--- src/rtl/ripple_carry_seq_adder.sv ---
// Wide adder built from one shared 8-bit ripple-carry slice, one slice per clock.
// The carry is registered between passes and the result is held behind a valid/ready handshake.

module ripple_carry_adder_8 (
  input  logic [7:0] a_i,
  input  logic [7:0] b_i,
  input  logic       c_i,
  output logic [7:0] s_o,
  output logic       c_o
);
  logic [8:0] c;
  assign c[0] = c_i;
  for (genvar i = 0; i < 8; i++) begin : g_fa
    assign s_o[i]   = a_i[i] ^ b_i[i] ^ c[i];
    assign c[i+1]   = (a_i[i] & b_i[i]) | (c[i] & (a_i[i] ^ b_i[i]));
  end
  assign c_o = c[8];
endmodule

module ripple_carry_seq_adder #(
  parameter int WIDTH = 32
) (
  input  logic             clk,
  input  logic             rst_n,
  input  logic             in_valid,
  output logic             in_ready,
  input  logic [WIDTH-1:0] in1,
  input  logic [WIDTH-1:0] in2,
  input  logic             cin,
  output logic             out_valid,
  input  logic             out_ready,
  output logic [WIDTH-1:0] sum,
  output logic             cout,
  output logic             busy
);
  localparam int NSLICE = WIDTH / 8;
  localparam int CW     = (NSLICE > 1) ? $clog2(NSLICE) : 1;

  typedef enum logic [1:0] {IDLE, RUN, HOLD} state_e;

  state_e           state_q;
  logic [WIDTH-1:0] a_q, b_q, part_q, part_d;
  logic             carry_q;
  logic [CW-1:0]    cnt_q;
  logic [7:0]       slice_sum;
  logic             slice_cout;

  ripple_carry_adder_8 u_rca (
    .a_i (a_q[7:0]),
    .b_i (b_q[7:0]),
    .c_i (carry_q),
    .s_o (slice_sum),
    .c_o (slice_cout)
  );

  // New slice enters at the top; after NSLICE passes slice 0 has reached bit 0.
  assign part_d = (part_q >> 8) | (WIDTH'(slice_sum) << (WIDTH - 8));

  always_ff @(posedge clk or negedge rst_n) begin
    if (!rst_n) begin
      state_q   <= IDLE;
      a_q       <= '0;
      b_q       <= '0;
      part_q    <= '0;
      carry_q   <= 1'b0;
      cnt_q     <= '0;
      sum       <= '0;
      cout      <= 1'b0;
      out_valid <= 1'b0;
    end else begin
      case (state_q)
        IDLE: if (in_valid) begin
          a_q     <= in1;
          b_q     <= in2;
          carry_q <= cin;
          cnt_q   <= '0;
          state_q <= RUN;
        end
        RUN: begin
          part_q  <= part_d;
          a_q     <= a_q >> 8;
          b_q     <= b_q >> 8;
          carry_q <= slice_cout;
          cnt_q   <= cnt_q + 1'b1;
          if (cnt_q == CW'(NSLICE - 1)) begin
            sum       <= part_d;
            cout      <= slice_cout;
            out_valid <= 1'b1;
            state_q   <= HOLD;
          end
        end
        HOLD: if (out_ready) begin
          out_valid <= 1'b0;
          state_q   <= IDLE;
        end
        default: state_q <= IDLE;
      endcase
    end
  end

  assign in_ready = (state_q == IDLE);
  assign busy     = (state_q != IDLE);
endmodule

--- config.mk ---
export PLATFORM = sky130hd
export DESIGN_NAME = ripple_carry_seq_adder
export DESIGN_NICKNAME = d
export VERILOG_FILES = /design/src/rtl/ripple_carry_seq_adder.sv
export SDC_FILE = /design/constraint.sdc
export NUM_CORES = 1
export LEC_CHECK = 0
export ABC_CLOCK_PERIOD_IN_PS = 5650
export CORE_ASPECT_RATIO = 0.75
export CORE_MARGIN = 4
export CORE_UTILIZATION = 40
export CTS_CLUSTER_DIAMETER = 40
export DETAILED_ROUTE_END_ITERATION = 7
export MAX_ROUTING_LAYER = met4
export PLACE_DENSITY = 0.72
export SYNTH_ARGS = -nofsm -noshare
export SYNTH_HDL_FRONTEND = slang
export SYNTH_SLANG_ARGS = --single-unit
export TNS_END_PERCENT = 10
--- constraint.sdc ---
create_clock -name clk -period 5.65 [get_ports clk]
set_input_delay 1.695 -clock clk [delete_from_list [all_inputs] [get_ports clk]]
set_output_delay 1.695 -clock clk [all_outputs]
set_load 0.02 [all_outputs]
---- Word level (Yosys, flattened, before mapping) ----
Index checks and enable logic that the tools add are counted.
storage, ports and cells
  input bits .............................. 69
  logic and storage cells ................. 80
  output and inout bits ................... 36
  register bits after elaboration ......... 135
operators by class
  multiplexer cells ....................... 15
  add/sub/neg operators ................... 1
  reduce and logical (&&, ||, !) cells .... 8
  eq/ne operators ......................... 6
  bitwise gates (word level) .............. 41
operators by type and width
  kind                                                                   number
  32-bit one-hot mux with 2 select lines                                 2
  32-bit two-way mux                                                     2
  24-bit by 32-bit OR with 32-bit output                                 1
  1-bit AND                                                              16
  1-bit XOR                                                              16
  2-bit two-way mux                                                      4
  1-bit OR                                                               8
  2-bit inequality test, second input constant                           3
  2-bit one-hot mux with 3 select lines                                  1
  3-bit AND reduction                                                    2
  2-bit nonzero test                                                     3
  2-bit equality test, second input constant                             2
  1-bit one-hot mux with 2 select lines                                  2
  2-bit one-hot mux with 2 select lines                                  1
  2-bit AND reduction                                                    2
  1-bit two-way mux                                                      3
  2-bit by 1-bit adder with 2-bit output, second input constant          1
  2-bit by 1-bit equality test with 1-bit output, second input constant  1
  2-bit logical NOT                                                      1

---- Longest topological paths before layout ----
  depth in word-level cells ............... 18
  depth in mapped cells ................... 12
  gate-level depth less buffers ........... 12

---- By module ----
A second synthesis with hierarchy kept.
unflattened totals
  cell total of the unflattened synthesis .. 435
  area, all modules ....................... 5,888.1 um^2
modules (own cells, without submodules)
  module                  area each (um^2)  cells each  times used  seq. area each (um^2)
  ripple_carry_seq_adder  5,690.5           417         1           3,178.0
  ripple_carry_adder_8    197.7             18          1           0.0

---- Worst setup path before layout ----
OpenSTA, ideal clock, no wires.
  path type ............................... reg2reg
  start ................................... register a_q[0]
  end ..................................... register part_q[31]
  clock period less this slack ............ 3,572 ps
  library setup time ...................... 79 ps
  slack ................................... 2,078 ps
  path buffers ............................ 0
  data arrival time ....................... 3,493 ps
  required time ........................... 5,571 ps
  cell stages (with the launch flop) ...... 13
  cells stage by stage .................... dfrtp_1 > fa_1 > inv_1 > fa_1 > inv_1 > fa_1 > fa_1 > fa_1 > fa_1 > fa_1 > inv_1 > fa_1 > mux2i_1
between the ends
  word-level cells in the longest chain between the ends .. 17
  elaborated cells between the ends (all ways) .. 18
  classes of those cells .................. bitwise (18)
ends and longest elaborated chain
  element                                   line  text
  start: declaration                        42    logic [WIDTH-1:0] a_q, b_q, part_q, part_d;
  start signal: assignment                  73    a_q <= in1;
  start signal: assignment                  81    a_q <= a_q >> 8;
  1-bit XOR                                 15    assign c[i+1] = (a_i[i] & b_i[i]) | (c[i] & (a_i[i] ^ b_i[i]));
  1-bit AND                                 15
  1-bit OR *                                15
  1-bit AND *                               15
  1-bit OR *                                15
  1-bit AND *                               15
  1-bit OR *                                15
  1-bit AND *                               15
  1-bit OR *                                15
  1-bit AND *                               15
  1-bit OR *                                15
  1-bit AND *                               15
  1-bit OR *                                15
  1-bit AND *                               15
  1-bit OR *                                15
  1-bit XOR *                               14    assign s_o[i] = a_i[i] ^ b_i[i] ^ c[i];
  24-bit by 32-bit OR with 32-bit output *  57    assign part_d = (part_q >> 8) | (WIDTH'(slice_sum) << (WIDTH - 8));
  end signal: assignment                    80    part_q <= part_d;
  end: declaration                          42
Every way passes the cells marked *; elsewhere a longest branch is shown, timed or not.
A chain may end at the register's enable or synchronous reset.

---- Worst setup path after layout ----
Ends and elaborated chain as after synthesis.

==> results by stage <==
Logic synthesis:
- The count of mapped cells out of synthesis is 470.
- The synthesized design contains between 100 and 150 register bits.
- The most used flip-flop cell after synthesis is sky130_fd_sc_hd__dfrtp_1.
- Of the total synthesized cell area, the portion taken by full adders, half adders and majority gates is ~3%.
- By area, the combinational part of the netlist is dominated by simple AND/OR/NAND/NOR gates.
- The top cell type by area accounts for 54.17% of the synthesized area.
- The area fraction in compound gates after synthesis is 9.981%.
- The per-instance average area after synthesis is ~12 µm².
- The total standard cell area after synthesis is 0.005867 mm².
- The post-synth net total is 548.
- The sequential fraction of the synthesis area is 54.17%.
- The total number of yosys warnings is 0.
- For this run, asynchronously set or reset flops after synthesis account for 100.0%.
- Synthesis instantiated 31 different standard cells from the library.
- Of the total synthesized cell area, the portion taken by AND, OR, NAND and NOR gates is 13.46%.
- Ranked by total cell area, the synthesized netlist is headed by sky130_fd_sc_hd__dfrtp_1, sky130_fd_sc_hd__mux2_2, sky130_fd_sc_hd__nor4b_1.
- Of all cell types, the one taking the most synthesized area is sky130_fd_sc_hd__dfrtp_1.
- Yosys mapped a number of flops with a built-in enable equal to 0.
- The synthesized netlist devotes 0% of its cell area to XOR and XNOR gates.
- After synthesis, the share of cell area in mux cells is 11.03%.

Detailed routing:
- The final routed DRC violation total is 0.
- The via count of the routed design is roughly 4000.
- The average wire per cell in the routed design is 17.59 µm.
- The count of antenna-violating nets left after detailed routing is 0.
- The average vias per placed instance is approximately 5.3.
- For this run, the detailed router's first-pass iteration total came to 5.
- The routed design has around 14000 µm of wire.
- The number of DRC markers after the initial detailed-route iteration is between 300 and 400.

Worst setup path:
- Of all nets on the critical path, the largest fanout is 2.
- The worst setup path category is reg -> reg.
- Counting cells, the worst reg-to-reg path comes to 12.
- On the critical path, the stage with the largest delay is an instance of sky130_fd_sc_hd__fa_1.
- The sort of element at the start of the critical path is a flip-flop.
- The number of stages on the worst setup path is 12.
- The required time at the endpoint of the critical path is around 6 ns.
- In this design, the largest share of critical-path delay is due to adder cells.
- The critical path contains buffers and inverters numbering 3 combined.
- For this run, the slowest stage of the critical path takes 0.43 ns.
- Traced cell by cell, the critical path runs through fa_1, inv_1, fa_1, inv_1, fa_1, fa_1, fa_1, fa_1, fa_1, inv_1, fa_1, mux2i_1.
- The worst register-to-register path begins at a_q[0].
- The critical path starts at a_q[0].
- The capturing element type of the critical path is a flip-flop.
- Data on the critical path arrives at its endpoint at ~4.1 ns.
- The cell seen most often among critical-path stages is sky130_fd_sc_hd__fa_1.

GRT:
- The global routing usage on met1 is 23.60%.
- In the global route stage, met3 resource usage came out at 4.283%.
- For this run the aggregate overflow at the end of global routing stands at 0.
- The initial antenna violation count is 0.
- Global routing used 17.51% of the available tracks across all layers.
- The maximum number of pins on one net before global-route repair is 102.
- The first global-routing pass estimated 22330 µm of wire.
- In the global route stage, met2 resource usage came out at between 20% and 30%.
- The peak-usage layer in the global routing report is met2.
- The via count of the first global-routing pass is 4158.

Layout:
- The final non-filler cell area is 0.007502 mm².
- The post-route netlist has 17.22% of its cells at a drive strength greater than 1.
- Counting the fill cells in the layout gives around 1200.
- The final instance count without filler cells is 769.
- 0 antenna diodes ended up in the layout.
- The post-route core utilization is 52.08%.
- For this run, the post-layout net count is between 600 and 700.
- The layout overhead on the synthesized area is 27.87%.

STA:
- Derived from the worst setup path, the maximum achievable clock frequency is 0.2660 GHz.
- The clock period minus final worst setup slack is 3.760 ns.
- The minimum setup slack in the final design is roughly 1.9 ns.
- The number of pins exceeding their max-slew limit in the final report came to 0.
- The slew at the pin closest to its max-slew limit is 1.001 ns.
- The hold violation count in the final report is 0.
- After routing, the total negative slack on setup checks comes to 0 ns.
- Clock skew on the completed layout was measured at 0.007405 ns.
- Dividing the final minimum period by the clock period gives 66.54%.
- Setup repair after global routing left no endpoint under its margin.
- The worst slew margin relative to its limit is 33.26%.
- The worst hold slack is slightly below 0.5 ns.
- The setup-violating endpoint count in the final report is 0.

Clock network:
- The longest clock path from root to sink contains 2 buffers.
- The clock reaches the later pin of the worst-skew pair after between 0.4 and 0.5 ns.
- The clock tree from TritonCTS is yes.
- The number of resized instances in the post-cts repair step is 0.
- The deepest level of the CTS H-tree is 4.
- After clock tree synthesis, the clock-pin slew on the worst setup and hold paths is 0.06 ns.
- The number of setup buffers added after CTS is 0.
- The number of buffers created by CTS is 17.
- The number of clock sinks seen by CTS is 127.
- The cell chosen for the clock root is sky130_fd_sc_hd__clkbuf_16.
- The number of hold-repair buffers added at the cts stage is 0.

Placement:
- The placed instances occupy a cell area of 0.006952 mm².
- The weighted congestion at the end of routability-driven global placement is ~0.76.
- Input and output buffers added on the ports amount to 104.
- Detailed placement finished with a half-perimeter wire length of 8920 µm.
- In this run, placement finished with an instance count of 738.
- The minimum setup slack after placement is 1.749 ns.

Floorplan:
- The die is between 100 and 150 µm wide.
- The standard cell core area is 0.01441 mm².
- The total I/O pin count is 105.
- The height of the chip is 112.9 µm.
- The initialized floorplan defines 38 standard-cell rows.
- For this configuration, the core starts out at a cell density of 40.72%.
- The die covers 0.01669 mm².

Power:
- In this run the static leakage power is 3.200 nW.
- The completed layout was analyzed and its total power is roughly 4.6 mW.
- Power spread over the standard cell area amounts to between 600 and 700 mW/mm².
- The worst vdd rail ir drop is 273.4 µV.

Worst hold path:
- The min-delay analysis places its worst path in the category reg -> reg.
- Along the worst hold path, the cell count comes to 1.
- The startpoint identified for the worst hold timing path is part_q[10].

Outcome:
- The flow ran to the end, and the final reports show no timing, DRC or antenna violations.

Flow run:
- The max-capacitance violation count is 0.
kinds of logic (layout without fill, tap and decap cells):
logic type | Yosys count | count (layout)
buffers and inverters | 102 | 201
adders and majority gates | 9 | 9
DFF | 127 | 127
and+or+nand+nor | 103 | 103
muxes | 58 | 58
AOI/OAI and AO/OA | 71 | 71
state kept, by name, indices dropped and copies added (netlist names):
signal,cells
carry_q,1
sum,32
a_q,32
cnt_q,2
cout,1
part_q,24
out_valid,1
state_q,2
b_q,32
area by class of cell:
class	instances	area (µm²)	area share, %
tap	200	250.2	3.336
sequential	127	3183	42.43
multi-input combinational	241	2206	29.40
timing repair buffer	110	1087	14.49
clock inverter	10	90.09	1.201
clock buffer	21	460.4	6.137
inverter	60	225.2	3.002
worst paths after layout:
| check | end | slack, ns |
|---|---|---|
| min in group asynchronous | a_q[22] | 1.37 |
| max reg2reg | part_q[31] | 1.89 |
| max in group asynchronous | part_q[14] | 3.30 |
| min reg2reg | sum[2] | 0.49 |
| max | part_q[31] | 1.89 |
| min | sum[2] | 0.49 |
layout by cell type (no fill, tap or decap), types with 3 or more instances in the layout:
cell type	netlist	layout
sky130_fd_sc_hd__a222oi_1	9	9
sky130_fd_sc_hd__buf_4	4	6
sky130_fd_sc_hd__dfrtp_1	127	125
sky130_fd_sc_hd__a22o_1	15	15
sky130_fd_sc_hd__nor3b_1	40	40
sky130_fd_sc_hd__fa_1	8	8
sky130_fd_sc_hd__a211oi_1	38	38
sky130_fd_sc_hd__nor2_1	9	9
sky130_fd_sc_hd__nor2b_1	3	3
sky130_fd_sc_hd__mux2i_1	5	5
sky130_fd_sc_hd__nor4b_1	40	40
sky130_fd_sc_hd__clkbuf_16	0	17
sky130_fd_sc_hd__clkinv_2	0	4
sky130_fd_sc_hd__mux2_2	52	52
sky130_fd_sc_hd__inv_1	60	60
sky130_fd_sc_hd__clkinvlp_4	0	3
sky130_fd_sc_hd__clkdlybuf4s50_1	0	103
sky130_fd_sc_hd__nand2b_1	3	3
worst register-to-register path, delay by kind of cell (launching register included):
family | cells | cell delay [ns]
buf+inv | 3 | 0.21
fa+ha+maj | 8 | 2.95
mux | 1 | 0.13
flops | 1 | 0.40
synthesized netlist by cell type, types with 3 or more instances:
library cell / count
sky130_fd_sc_hd__buf_2: 11
sky130_fd_sc_hd__a222oi_1: 9
sky130_fd_sc_hd__inv_1: 60
sky130_fd_sc_hd__mux2_2: 52
sky130_fd_sc_hd__a22o_1: 15
sky130_fd_sc_hd__a211oi_1: 38
sky130_fd_sc_hd__fa_1: 8
sky130_fd_sc_hd__clkbuf_1: 16
sky130_fd_sc_hd__nand2b_1: 3
sky130_fd_sc_hd__nor2_1: 9
sky130_fd_sc_hd__buf_4: 4
sky130_fd_sc_hd__nor3b_1: 40
sky130_fd_sc_hd__dfrtp_1: 127
sky130_fd_sc_hd__mux2i_1: 5
sky130_fd_sc_hd__buf_6: 11
sky130_fd_sc_hd__nor2b_1: 3
sky130_fd_sc_hd__nor4b_1: 40
layer usage:
| metal | vias to the layer above | wire, µm |
|---|---|---|
| li1 | 1860 | - |
| met1 | 2053 | 6191 |
| met2 | 119 | 6557 |
| met3 | 11 | 684 |
| met4 | 0 | 96 |
| met5 | - | 0 |
power by group:
part	total (mW)	internal (mW)	switching (mW)	leakage (nW)
registers	1.64	1.37	0.262	1.51
clock network	1.02	0.623	0.396	0.265
logic	1.97	0.972	0.998	1.43
total	4.62	2.97	1.66	3.20
No activity file was read; power rests on OpenSTA's default activity.
